--- src/rtl/adc_limit_monitor.sv ---
`default_nettype none
// ============================================================================
// Module      : adc_limit_monitor
// Description : Multi-channel ADC protection monitor. Each channel compares
//               its sample against high/low limits, debounces out-of-range
//               samples and recovers through a shared hysteresis band, either
//               automatically (non-latching) or on a clear command (latching).
//               Drives a global shutdown and captures the first channel to trip.
// Revision    : 1.0 - initial release
// ----------------------------------------------------------------------------
// Ports:
//   clk                  in   system clock
//   rst_n                in   asynchronous active-low reset
//   sample_valid_i       in   all channel samples valid this cycle
//   sample_data_i        in   packed samples, channel k at [k*ADC_WIDTH +: ADC_WIDTH]
//   limit_hi_i           in   packed high limits (trip when sample > limit)
//   limit_lo_i           in   packed low limits (trip when sample < limit)
//   hyst_i               in   shared recovery hysteresis
//   ch_enable_i          in   per-channel enable, 0 forces channel idle
//   latch_mode_i         in   per-channel latching fault mode
//   fault_clear_i        in   single-cycle clear command
//   fault_active_o       out  channel is in FAULT
//   fault_sticky_o       out  channel entered FAULT since last clear
//   shutdown_o           out  OR of fault_active_o
//   first_fault_o        out  index of the first channel to trip
//   first_fault_valid_o  out  first_fault_o holds a captured index
// ============================================================================
module adc_limit_monitor #(
    parameter int NUM_CH    = 6,
    parameter int ADC_WIDTH = 12,
    parameter int DEBOUNCE  = 4,
    parameter int IDX_W     = (NUM_CH > 1) ? $clog2(NUM_CH) : 1
) (
    input  logic                          clk,
    input  logic                          rst_n,
    input  logic                          sample_valid_i,
    input  logic [NUM_CH*ADC_WIDTH-1:0]   sample_data_i,
    input  logic [NUM_CH*ADC_WIDTH-1:0]   limit_hi_i,
    input  logic [NUM_CH*ADC_WIDTH-1:0]   limit_lo_i,
    input  logic [ADC_WIDTH-1:0]          hyst_i,
    input  logic [NUM_CH-1:0]             ch_enable_i,
    input  logic [NUM_CH-1:0]             latch_mode_i,
    input  logic                          fault_clear_i,
    output logic [NUM_CH-1:0]             fault_active_o,
    output logic [NUM_CH-1:0]             fault_sticky_o,
    output logic                          shutdown_o,
    output logic [IDX_W-1:0]              first_fault_o,
    output logic                          first_fault_valid_o
);

    typedef enum logic [1:0] {
        ST_NORMAL = 2'd0,
        ST_PEND   = 2'd1,
        ST_FAULT  = 2'd2
    } state_t;

    localparam logic [7:0] c_debounce = 8'(DEBOUNCE);

    state_t             state_q [NUM_CH];
    state_t             state_d [NUM_CH];
    logic [7:0]         cnt_q   [NUM_CH];
    logic [7:0]         cnt_d   [NUM_CH];
    logic [NUM_CH-1:0]  inband_q, inband_d;
    logic [NUM_CH-1:0]  active_q, active_d;
    logic [NUM_CH-1:0]  sticky_q, sticky_d;
    logic [NUM_CH-1:0]  w_enter;
    logic [NUM_CH-1:0]  w_oor, w_inband_now;
    logic               shutdown_q, shutdown_d;
    logic [IDX_W-1:0]   first_q, w_first_idx;
    logic               first_vld_q;

    // Per-channel comparators. The recovery thresholds are formed one bit
    // wider so the carry/borrow can drive saturation.
    generate
        for (genvar k = 0; k < NUM_CH; k++) begin : g_ch
            logic [ADC_WIDTH-1:0] w_smp, w_hi, w_lo;
            logic [ADC_WIDTH:0]   w_lo_sum, w_hi_diff, w_lo_rel, w_hi_rel;

            assign w_smp     = sample_data_i[k*ADC_WIDTH +: ADC_WIDTH];
            assign w_hi      = limit_hi_i[k*ADC_WIDTH +: ADC_WIDTH];
            assign w_lo      = limit_lo_i[k*ADC_WIDTH +: ADC_WIDTH];
            assign w_lo_sum  = {1'b0, w_lo} + {1'b0, hyst_i};
            assign w_hi_diff = {1'b0, w_hi} - {1'b0, hyst_i};
            assign w_lo_rel  = w_lo_sum[ADC_WIDTH]  ? {1'b0, {ADC_WIDTH{1'b1}}} : w_lo_sum;
            assign w_hi_rel  = w_hi_diff[ADC_WIDTH] ? '0 : w_hi_diff;

            assign w_oor[k]        = sample_valid_i && ((w_smp > w_hi) || (w_smp < w_lo));
            // An inverted band (hi_rel < lo_rel) can never be satisfied.
            assign w_inband_now[k] = ({1'b0, w_smp} >= w_lo_rel) && ({1'b0, w_smp} <= w_hi_rel);
        end
    endgenerate

    always_comb begin
        inband_d = inband_q;
        active_d = '0;
        w_enter  = '0;
        for (int k = 0; k < NUM_CH; k++) begin
            state_d[k] = state_q[k];
            cnt_d[k]   = cnt_q[k];
            if (!ch_enable_i[k]) begin
                state_d[k]  = ST_NORMAL;
                cnt_d[k]    = 8'd0;
                inband_d[k] = 1'b1;
            end else begin
                if (sample_valid_i) begin
                    inband_d[k] = w_inband_now[k];
                end
                case (state_q[k])
                    ST_NORMAL, ST_PEND: begin
                        if (w_oor[k]) begin
                            cnt_d[k]   = cnt_q[k] + 8'd1;
                            state_d[k] = ((cnt_q[k] + 8'd1) >= c_debounce) ? ST_FAULT : ST_PEND;
                        end else if (sample_valid_i) begin
                            state_d[k] = ST_NORMAL;
                            cnt_d[k]   = 8'd0;
                        end
                    end
                    ST_FAULT: begin
                        if (!latch_mode_i[k]) begin
                            if (sample_valid_i && w_inband_now[k]) begin
                                state_d[k] = ST_NORMAL;
                                cnt_d[k]   = 8'd0;
                            end
                        end else if (fault_clear_i && inband_d[k]) begin
                            // inband_d already folds in a same-cycle valid sample
                            state_d[k] = ST_NORMAL;
                            cnt_d[k]   = 8'd0;
                        end
                    end
                    default: begin
                        state_d[k] = ST_NORMAL;
                        cnt_d[k]   = 8'd0;
                    end
                endcase
            end
            active_d[k] = (state_d[k] == ST_FAULT);
            w_enter[k]  = active_d[k] && (state_q[k] != ST_FAULT);
        end
        // Set beats clear when a channel trips during the clear cycle.
        sticky_d   = (fault_clear_i ? '0 : sticky_q) | w_enter;
        shutdown_d = |active_d;
    end

    // Lowest-index channel entering FAULT this cycle.
    always_comb begin
        w_first_idx = '0;
        for (int k = NUM_CH - 1; k >= 0; k--) begin
            if (w_enter[k]) begin
                w_first_idx = IDX_W'(k);
            end
        end
    end

    always_ff @(posedge clk or negedge rst_n) begin
        if (!rst_n) begin
            for (int k = 0; k < NUM_CH; k++) begin
                state_q[k] <= ST_NORMAL;
                cnt_q[k]   <= 8'd0;
            end
            inband_q    <= '1;
            active_q    <= '0;
            sticky_q    <= '0;
            shutdown_q  <= 1'b0;
            first_q     <= '0;
            first_vld_q <= 1'b0;
        end else begin
            for (int k = 0; k < NUM_CH; k++) begin
                state_q[k] <= state_d[k];
                cnt_q[k]   <= cnt_d[k];
            end
            inband_q   <= inband_d;
            active_q   <= active_d;
            sticky_q   <= sticky_d;
            shutdown_q <= shutdown_d;
            if (!shutdown_q && shutdown_d) begin
                first_q     <= w_first_idx;
                first_vld_q <= 1'b1;
            end else if (shutdown_q && !shutdown_d) begin
                first_q     <= '0;
                first_vld_q <= 1'b0;
            end
        end
    end

    assign fault_active_o      = active_q;
    assign fault_sticky_o      = sticky_q;
    assign shutdown_o          = shutdown_q;
    assign first_fault_o       = first_q;
    assign first_fault_valid_o = first_vld_q;

endmodule
`default_nettype wire

--- config.mk ---
export PLATFORM = sky130hd
export DESIGN_NAME = adc_limit_monitor
export DESIGN_NICKNAME = d
export VERILOG_FILES = /design/src/rtl/adc_limit_monitor.sv
export SDC_FILE = /design/constraint.sdc
export NUM_CORES = 1
export LEC_CHECK = 0
export CAP_MARGIN = 20
export CORE_ASPECT_RATIO = 0.6
export CORE_UTILIZATION = 57
export DETAILED_ROUTE_END_ITERATION = 16
export MAX_ROUTING_LAYER = met4
export PLACE_DENSITY = 0.83
export SYNTH_ARGS = -nofsm -noshare
export SYNTH_HDL_FRONTEND = slang
export SYNTH_SLANG_ARGS = --single-unit
--- constraint.sdc ---
create_clock -name clk -period 4.3 [get_ports clk]
set_input_delay 0.86 -clock clk [delete_from_list [all_inputs] [get_ports clk]]
set_output_delay 0.86 -clock clk [all_outputs]
set_load 0.02 [all_outputs]
==> flow_summary.ini, run 1 <==
[status]
status = did not finish
lastStage = global routing
error_line = [ERROR GRT-0232] Routing congestion too high. Check the congestion heatmap in the GUI.

[synthesis]
synth_nets = 2929
synth_seq_area_share_pct = 11.9
netlist_instances = 2234
synthAdderAreaFrac_pct = 32.6
synth_warnings = 0
syn_area_mm2 = 0.0176
synth-xor-area-share_pct = 4.89
synthMuxAreaShare_pct = 0.463
synth_top_family_by_area = adder cells
yosysUniqueCellTypes = 96
synth_seq_cells = 83
synth_edf_count = 0
ys.flop_type = dfrtp_1
synthSimpleGateAreaFrac_pct = 19.2
avgSynthCellArea_um2 = 7.86
async_reset_ff_share_pct = 100
synth_compound_area_share_pct = 25.6

[placed_design]
hpwlAfterDp_mm = 54.0
place.gp.congestion = 1.01
port-buffer-count = 260
placed_cell_area_mm2 = 0.0241

[floorplanning]
rows = 49
die_x_um = 229
initial_utilization_pct = 58.4
die_h_um = 138
io_pins = 261

[sta]
worstEpCategory = sequential cell input
worst_endpoint = first_fault_o[0]$_DFFE_PN0P_/D

[clock_network]
htreeDepth = 3
cts_buffer_depth = 2
numCtsBuffers = 9
cts.root.buffer_cell = clkbuf_16
cts_sinks = 83

[grt]
track_usage_pct = 76.0
antenna_found_initial = 21
grt_max_degree = 60
overflow = 6
[kinds of logic after synthesis]
family / Yosys count
compound gates: 680
xor+xnor: 98
fa+ha+maj: 451
buf+inv: 245
flops: 83
mux: 8
simple gates: 669
[metrics by stage]
step                      worst slack (ps)  std cells
after floorplan                       -996       2234
after global placement               -2060       3316
after detailed placement             -2330       3316
after CTS                            -1160       3395
[cells in the mapped netlist (7+ instances only)]
cell	n	share of area, %
xnor2_1	70	3.5
o21ai_1	23	0.66
inv_1	220	4.7
a211o_1	14	0.70
and4_1	9	0.45
o21ai_0	143	4.1
xor2_1	28	1.4
a41oi_1	11	0.55
o21bai_1	25	1.1
nor2b_1	39	1.4
and3_1	15	0.53
clkbuf_1	18	0.38
a211oi_1	14	0.60
nor2_1	181	3.9
a21oi_1	153	4.4
a22o_1	8	0.40
a21boi_1	9	0.38
and2_1	16	0.57
or3_1	31	1.1
fa_1	12	1.4
mux2i_1	7	0.40
o31ai_1	12	0.51
o211ai_1	34	1.5
nand3_1	66	1.9
or2_2	16	0.57
nand2b_1	19	0.68
ha_1	439	31
o22ai_1	12	0.43
o21a_1	19	0.81
a31oi_1	21	0.75
a21o_1	99	4.2
o211a_1	10	0.57
nand4_1	56	2.0
nor3_1	36	1.0
nand2_1	146	3.1
dfrtp_1	77	11
nor3b_1	10	0.43
a21boi_0	9	0.38
[per-layer routing]
metal	GRT usage, %	GRT overflow
met3	63.7	0
met5	-	-
met1	74.8	0
met4	67.5	3
met2	91.4	3
[timing repair]
action / CTS
pin swaps: 145
setup endpoints to repair: 71
resized for setup: 259
cloned: 1
hold buffers: 0
buffers inserted: 65
endpoints found under the hold margin: 0
==> run 2: changes to the inputs <==
- CORE_ASPECT_RATIO: 0.6 -> unset
- CORE_UTILIZATION: 57 -> 40
- MAX_ROUTING_LAYER: met4 -> unset
- PLACE_DENSITY: 0.83 -> unset
- PLACE_DENSITY_LB_ADDON: unset -> 0.15
==> run 2 against run 1 <==
The flow now finishes, with violations (negative setup slack). Area after synthesis did not move. Synthesized cell count stayed put.
==> flow_summary.ini, run 2 <==
[synthesis]
synth_seq_area_share_pct = 11.9
synth_top_area_share_pct = 31.3
synth_warnings = 0
syn_area_mm2 = 0.0176
netlist_instances = 2234
synth_nets = 2929
yosysMostFrequentCell = ha_1
synth_edf_count = 0
ys.flop_type = dfrtp_1
synth_area_leaders = ha_1 31%, dfrtp_1 11%, inv_1 4.7%
ys_top_cells_by_count = 439 x ha_1, 220 x inv_1, 181 x nor2_1, 153 x a21oi_1, 146 x nand2_1
avgSynthCellArea_um2 = 7.86
yosysTopAreaCell = ha_1
yosysUniqueCellTypes = 96
async_reset_ff_share_pct = 100
synth_seq_cells = 83

[sta]
setup_tns_ps = -27890
setup_viol = 62
finalHoldViolCount = 0
period_minus_slack_ps = 5570
rsz0062_at_grt = true
slew_headroom_pct = 46.3
finalClockSkew_ps = 7.31
worstMarginPinSlew_ps = 805
post-route-period-util_pct = 130
fmax_mhz = 179
slew_violations = 0
fin_ws_ps = -1270

[floorplanning]
die_h_um = 212
io_pins = 261
coreArea_mm2 = 0.0432
rows = 76
die_x_um = 212
initial_utilization_pct = 40.7
die_area_mm2 = 0.0448

[clock_network]
clock_latency_ps = 360
htreeDepth = 3
cts.root.buffer_cell = clkbuf_16
numCtsBuffers = 9
cts_tree = yes
cts_sinks = 83
cts_hold_buf = 0
cts_buffer_depth = 2
clk_pin_slew_ps = 70

[grt]
antenna_found_initial = 9
overflow = 0
grt_pass1_wl_mm = 104
grt_pass1_vias = 20400
track_usage_pct = 29.4
grt_max_degree = 61

[final_layout]
mostFrequentLayoutCells = 546 x buf_4, 384 x ha_1, 214 x clkdlybuf4s50_1
largest_register_ff_count = 48
regMostFlops = cnt_q
drive_above_1_share_pct = 30.0
synthToLayoutAreaGrowth_pct = 56.8
reg_top3 = cnt_q x48, state_q x12
layout.nets = 3779
final_common_cell = buf_4

[run]
drv_cap = 0

[worst_setup_path]
startpoint_type = primary input
crit_type = primary input to register
rr_worst_depth = 13
end_kind = register
cp_data_arrival_time_ps = 5870
required_ps = 4600
crit_slowest_cell = or4_4
cpPeakStageDelay_ps = 520
crit_fanout = 5

[pwr]
powerDensity_mw_per_mm2 = 189
peakVddDrop_mv = 0.188
p_leak_nw = 13.5

[status]
violations = negative setup slack
status = complete, but fails checks

[worst_hold_path]
holdPathStages = 1
min-delay-path-class = register to register

[detailed_routing]
first_iter_violations = 1112
first_pass_iters = 5
wl_per_cell_um = 18.2
totalWireLength_mm = 66.8
avgViaCountPerCell = 5.48
via_count = 20200
drc = 0
ant_nets = 0

[placed_design]
port-buffer-count = 260
hpwlAfterDp_mm = 54.2
dp_slack_ps = -2410
place.gp.congestion = 0.928
[run 2: per-stage QoR]
stage | utilization, % | total power [mW] | hold WS, ps | area, um^2 | std cells
5_1_grt | 63.8 | 5.63 | 514 | 27500 | 3679
3_5_place_dp | 57.0 | 3.90 | 472 | 24600 | 3520
6_report | 63.8 | 5.22 | 488 | 27600 | 3682
2_1_floorplan | - | 2.56 | 473 | 17900 | 2234
3_3_place_gp | 57.0 | 3.80 | 474 | 24600 | 3520
4_1_cts | 61.8 | 5.01 | 488 | 26700 | 3634
[run 2: worst max-delay path, delay by kind of cell]
kind	cells	cell delay, ps
compound gates	13	2140
simple gates	5	1480
fa+ha+maj	4	950
buf+inv	3	410
[run 2: layout make-up]
cell class              count  area [um^2]
diodes                      8         20.0
multi-input cells        1906        16100
clock buffers              10          229
fillers                  3751        15600
inverters                 222          872
clock inverters             6         72.6
well taps                 585          732
repair buffers            862         7420
flip-flops and latches     83         2080
[run 2: layer usage]
metal	vias to the layer above	track usage, %	wire (um)	share of wire [%]
met1	9614	37.4	29800	45
met2	499	51.4	32000	48
met5	-	0	34	0.051
met4	6	9.40	2130	3.2
met3	113	3.14	2930	4.4
li1	9937	-	-	-
[run 2: where the power goes]
| group | internal [mW] | switching, mW |
|---|---|---|
| clock network | 0.458 | 0.349 |
| registers | 0.825 | 0.0410 |
| logic | 1.83 | 1.72 |
| total | 3.11 | 2.11 |
[run 2: what timing repair did]
action | CTS | global route
gates resized for setup | 262 | 161
setup endpoints to repair | 71 | 69
setup buffers | 100 | 42
cloned | 2 | 0
pin swaps | 137 | 165
endpoints found under the hold margin | 0 | 0
[run 2: final timing paths]
kind                                   start           endpoint  slack (ps)
max in group asynchronous              rst_n        inband_q[0]        2790
min reg2reg                fault_sticky_o[0]  fault_sticky_o[0]         490
min                        fault_sticky_o[0]  fault_sticky_o[0]         490
max                                hyst_i[0]   first_fault_o[0]       -1270
min in group asynchronous              rst_n          cnt_q[36]         580
max reg2reg                        cnt_q[16]   first_fault_o[0]         930
[run 2: kinds of logic after synthesis]
kind of cell	synth area share, %
simple gates	19.2
compound gates	25.6
buf+inv	5.32
mux	0.463
fa+ha+maj	32.6
flops	11.9
xor+xnor	4.89
Note: power is estimated with default switching activity, not from simulation.
==> run 3: changes to the inputs <==
- CORE_MARGIN: unset -> 10
==> run 3 against run 2 <==
Via count grew 0.35%. Critical path depth stayed put. Register-to-register slack gained 70 ps. Largest power group unchanged. Combinational power increased by 5%. The flow still finishes with violations (negative setup slack). Largest cell class unchanged. Flip-flop and latch count stayed put. Final cell count is 0.79% higher. Clock power increased by 5.7%. Power is 4.0% higher. Wire length is 5.2% higher.
==> flow_summary.ini, run 3 (synthesis results as in run 2) <==
[worst_setup_path]
startpoint_type = primary input
crit_type = primary input to register
r2r-end = first_fault_o[0]
crit_fanout = 4
required_ps = 4530
cpPeakStageDelay_ps = 510
cp.buffers_inverters = 2
end_kind = register
r2r_slack_ps = 1000
rr_worst_depth = 13
cp_data_arrival_time_ps = 5800
r2r-start = cnt_q[16]
crit_family = compound AO/OA/AOI/OAI gates
crit_slowest_cell = or4_4

[final_layout]
regMostFlops = cnt_q
mostFrequentLayoutCells = 566 x buf_4, 388 x ha_1, 217 x clkdlybuf4s50_1
largest_register_ff_count = 48
synthToLayoutAreaGrowth_pct = 60.0
drive_above_1_share_pct = 31.2
reg_top3 = cnt_q x48, state_q x12
regArea_mm2 = 0.00208
layout.nets = 3815
multi_input_comb_area_mm2 = 0.0163
final_common_cell = buf_4
n_fill_cell = 3623
final_area_mm2 = 0.0281

[floorplanning]
coreArea_mm2 = 0.0433
initial_utilization_pct = 40.6
die_area_mm2 = 0.0527
die_h_um = 230
rows = 76
die_x_um = 230
io_pins = 261

[pwr]
peakVddDrop_mv = 0.148
total_power_mw = 5.43
p_leak_nw = 13.8
powerDensity_mw_per_mm2 = 193

[detailed_routing]
first_pass_iters = 7
ant_nets = 0
first_iter_violations = 1070
totalWireLength_mm = 70.3
drc = 0
avgViaCountPerCell = 5.45
via_count = 20200
wl_per_cell_um = 18.9

[sta]
timing.hold.ws_ps = 485
worstMarginPinSlew_ps = 858
post-route-period-util_pct = 129
fmax_mhz = 180
setup_viol = 66
fin_ws_ps = -1270
rsz0062_at_grt = true
slew_headroom_pct = 42.7
slew_violations = 0
finalClockSkew_ps = 9.40
finalHoldViolCount = 0
period_minus_slack_ps = 5570

[grt]
antenna_found_initial = 5
grt_pass1_wl_mm = 109
overflow = 0
grt_pass1_vias = 20800
grt_max_degree = 59
track_usage_pct = 25.4

[run]
drv_cap = 0

[status]
status = complete, but fails checks
violations = negative setup slack

[placed_design]
place.gp.congestion = 0.917
port-buffer-count = 260
placed_cell_area_mm2 = 0.0248
hpwlAfterDp_mm = 57.0

[worst_hold_path]
holdPathEnd = fault_sticky_o[0]
hold_start = fault_sticky_o[0]
holdPathStages = 1
min-delay-path-class = register to register

[clock_network]
cts_buffer_depth = 2
htreeDepth = 3
cts_tree = yes
clk_pin_slew_ps = 70
cts_sinks = 83
numCtsBuffers = 9
cts.root.buffer_cell = clkbuf_16
clock_latency_ps = 350
run 3: cell types whose count changed in the layout (fill, tap and decap cells not counted), sizes merged, moves of 2 or more:
| cell | delta |
|---|---|
| buf | +35 |
| clkbuf | -6 |
| clkdlybuf4s15 | +2 |
| clkdlybuf4s50 | +3 |
| diode | -7 |
| dlygate4sd2 | +7 |
| dlymetal6s2s | -6 |
| o211a | +2 |
run 3: worst max path at each step:
stage,from,to,slack [ps],cells after the start
finish,hyst_i[0],first_fault_o[0],-1270,25
global placement,hyst_i[0],first_fault_o[2],-2140,25
global route,hyst_i[0],first_fault_o[0],-1460,25
floorplan,limit_lo_i[36],first_fault_o[0],-1000,24
CTS,hyst_i[0],first_fault_o[0],-1160,25
detailed placement,hyst_i[0],first_fault_o[2],-2350,25
run 3: area by class of cell:
| type | instances | share of cell area, % |
|---|---|---|
| Multi-Input combinational cell | 1908 | 58.0 |
| Timing Repair Buffer | 896 | 27.7 |
| Sequential cell | 83 | 7.41 |
| Inverter | 222 | 3.12 |
| Tap cell | 585 | 2.60 |
| Clock buffer | 11 | 0.828 |
| Clock inverter | 5 | 0.307 |
| Antenna cell | 1 | 0.00890 |
run 3: power breakdown:
group          switching [mW]  internal, mW  total, mW
Combinational            1.79          1.92       3.71
Clock                   0.337         0.515      0.852
Sequential             0.0417         0.825      0.866
Total                    2.17          3.26       5.43
run 3: worst reg2reg max path: stages, from the launching register on:
cell and delay [ps]:
dfrtp_1 480, ha_1 260, and2_1 210, and2b_1 210, and3_1 180, o211ai_1 110, a21oi_2 360, o31ai_4 160
nor4b_4 290, nand4bb_4 160, ha_4 290, or2b_4 140, nor3b_2 50, a221o_1 280
run 3: per-stage QoR:
| stage | setup slack, ps | instances | TNS [ps] | utilization [%] |
|---|---|---|---|---|
| 6_report | -1270 | 3711 | -29770 | 65.0 |
| 5_1_grt | -1460 | 3711 | -40300 | 65.0 |
| 4_1_cts | -1160 | 3675 | -20870 | 63.0 |
| 3_5_place_dp | -2350 | 3540 | -93590 | 57.3 |
| 3_3_place_gp | -2140 | 3540 | -86500 | 57.3 |
| 2_1_floorplan | -996 | 2234 | -5230 | - |
run 3: what timing repair did:
item                       CTS  global route
gates resized for setup    339           128
cloned                       4             0
setup endpoints to repair   71            69
setup buffers              118            38
pin swaps                  209           117
hold buffers                 0             0
run 3: metal layers:
layer	GRT usage [%]	share of wire [%]	vias up
met5	0	0.044	-
met4	6.91	3.0	8
met3	4.14	4.3	113
met2	44.5	48	464
met1	31.4	45	9626
li1	-	-	10000
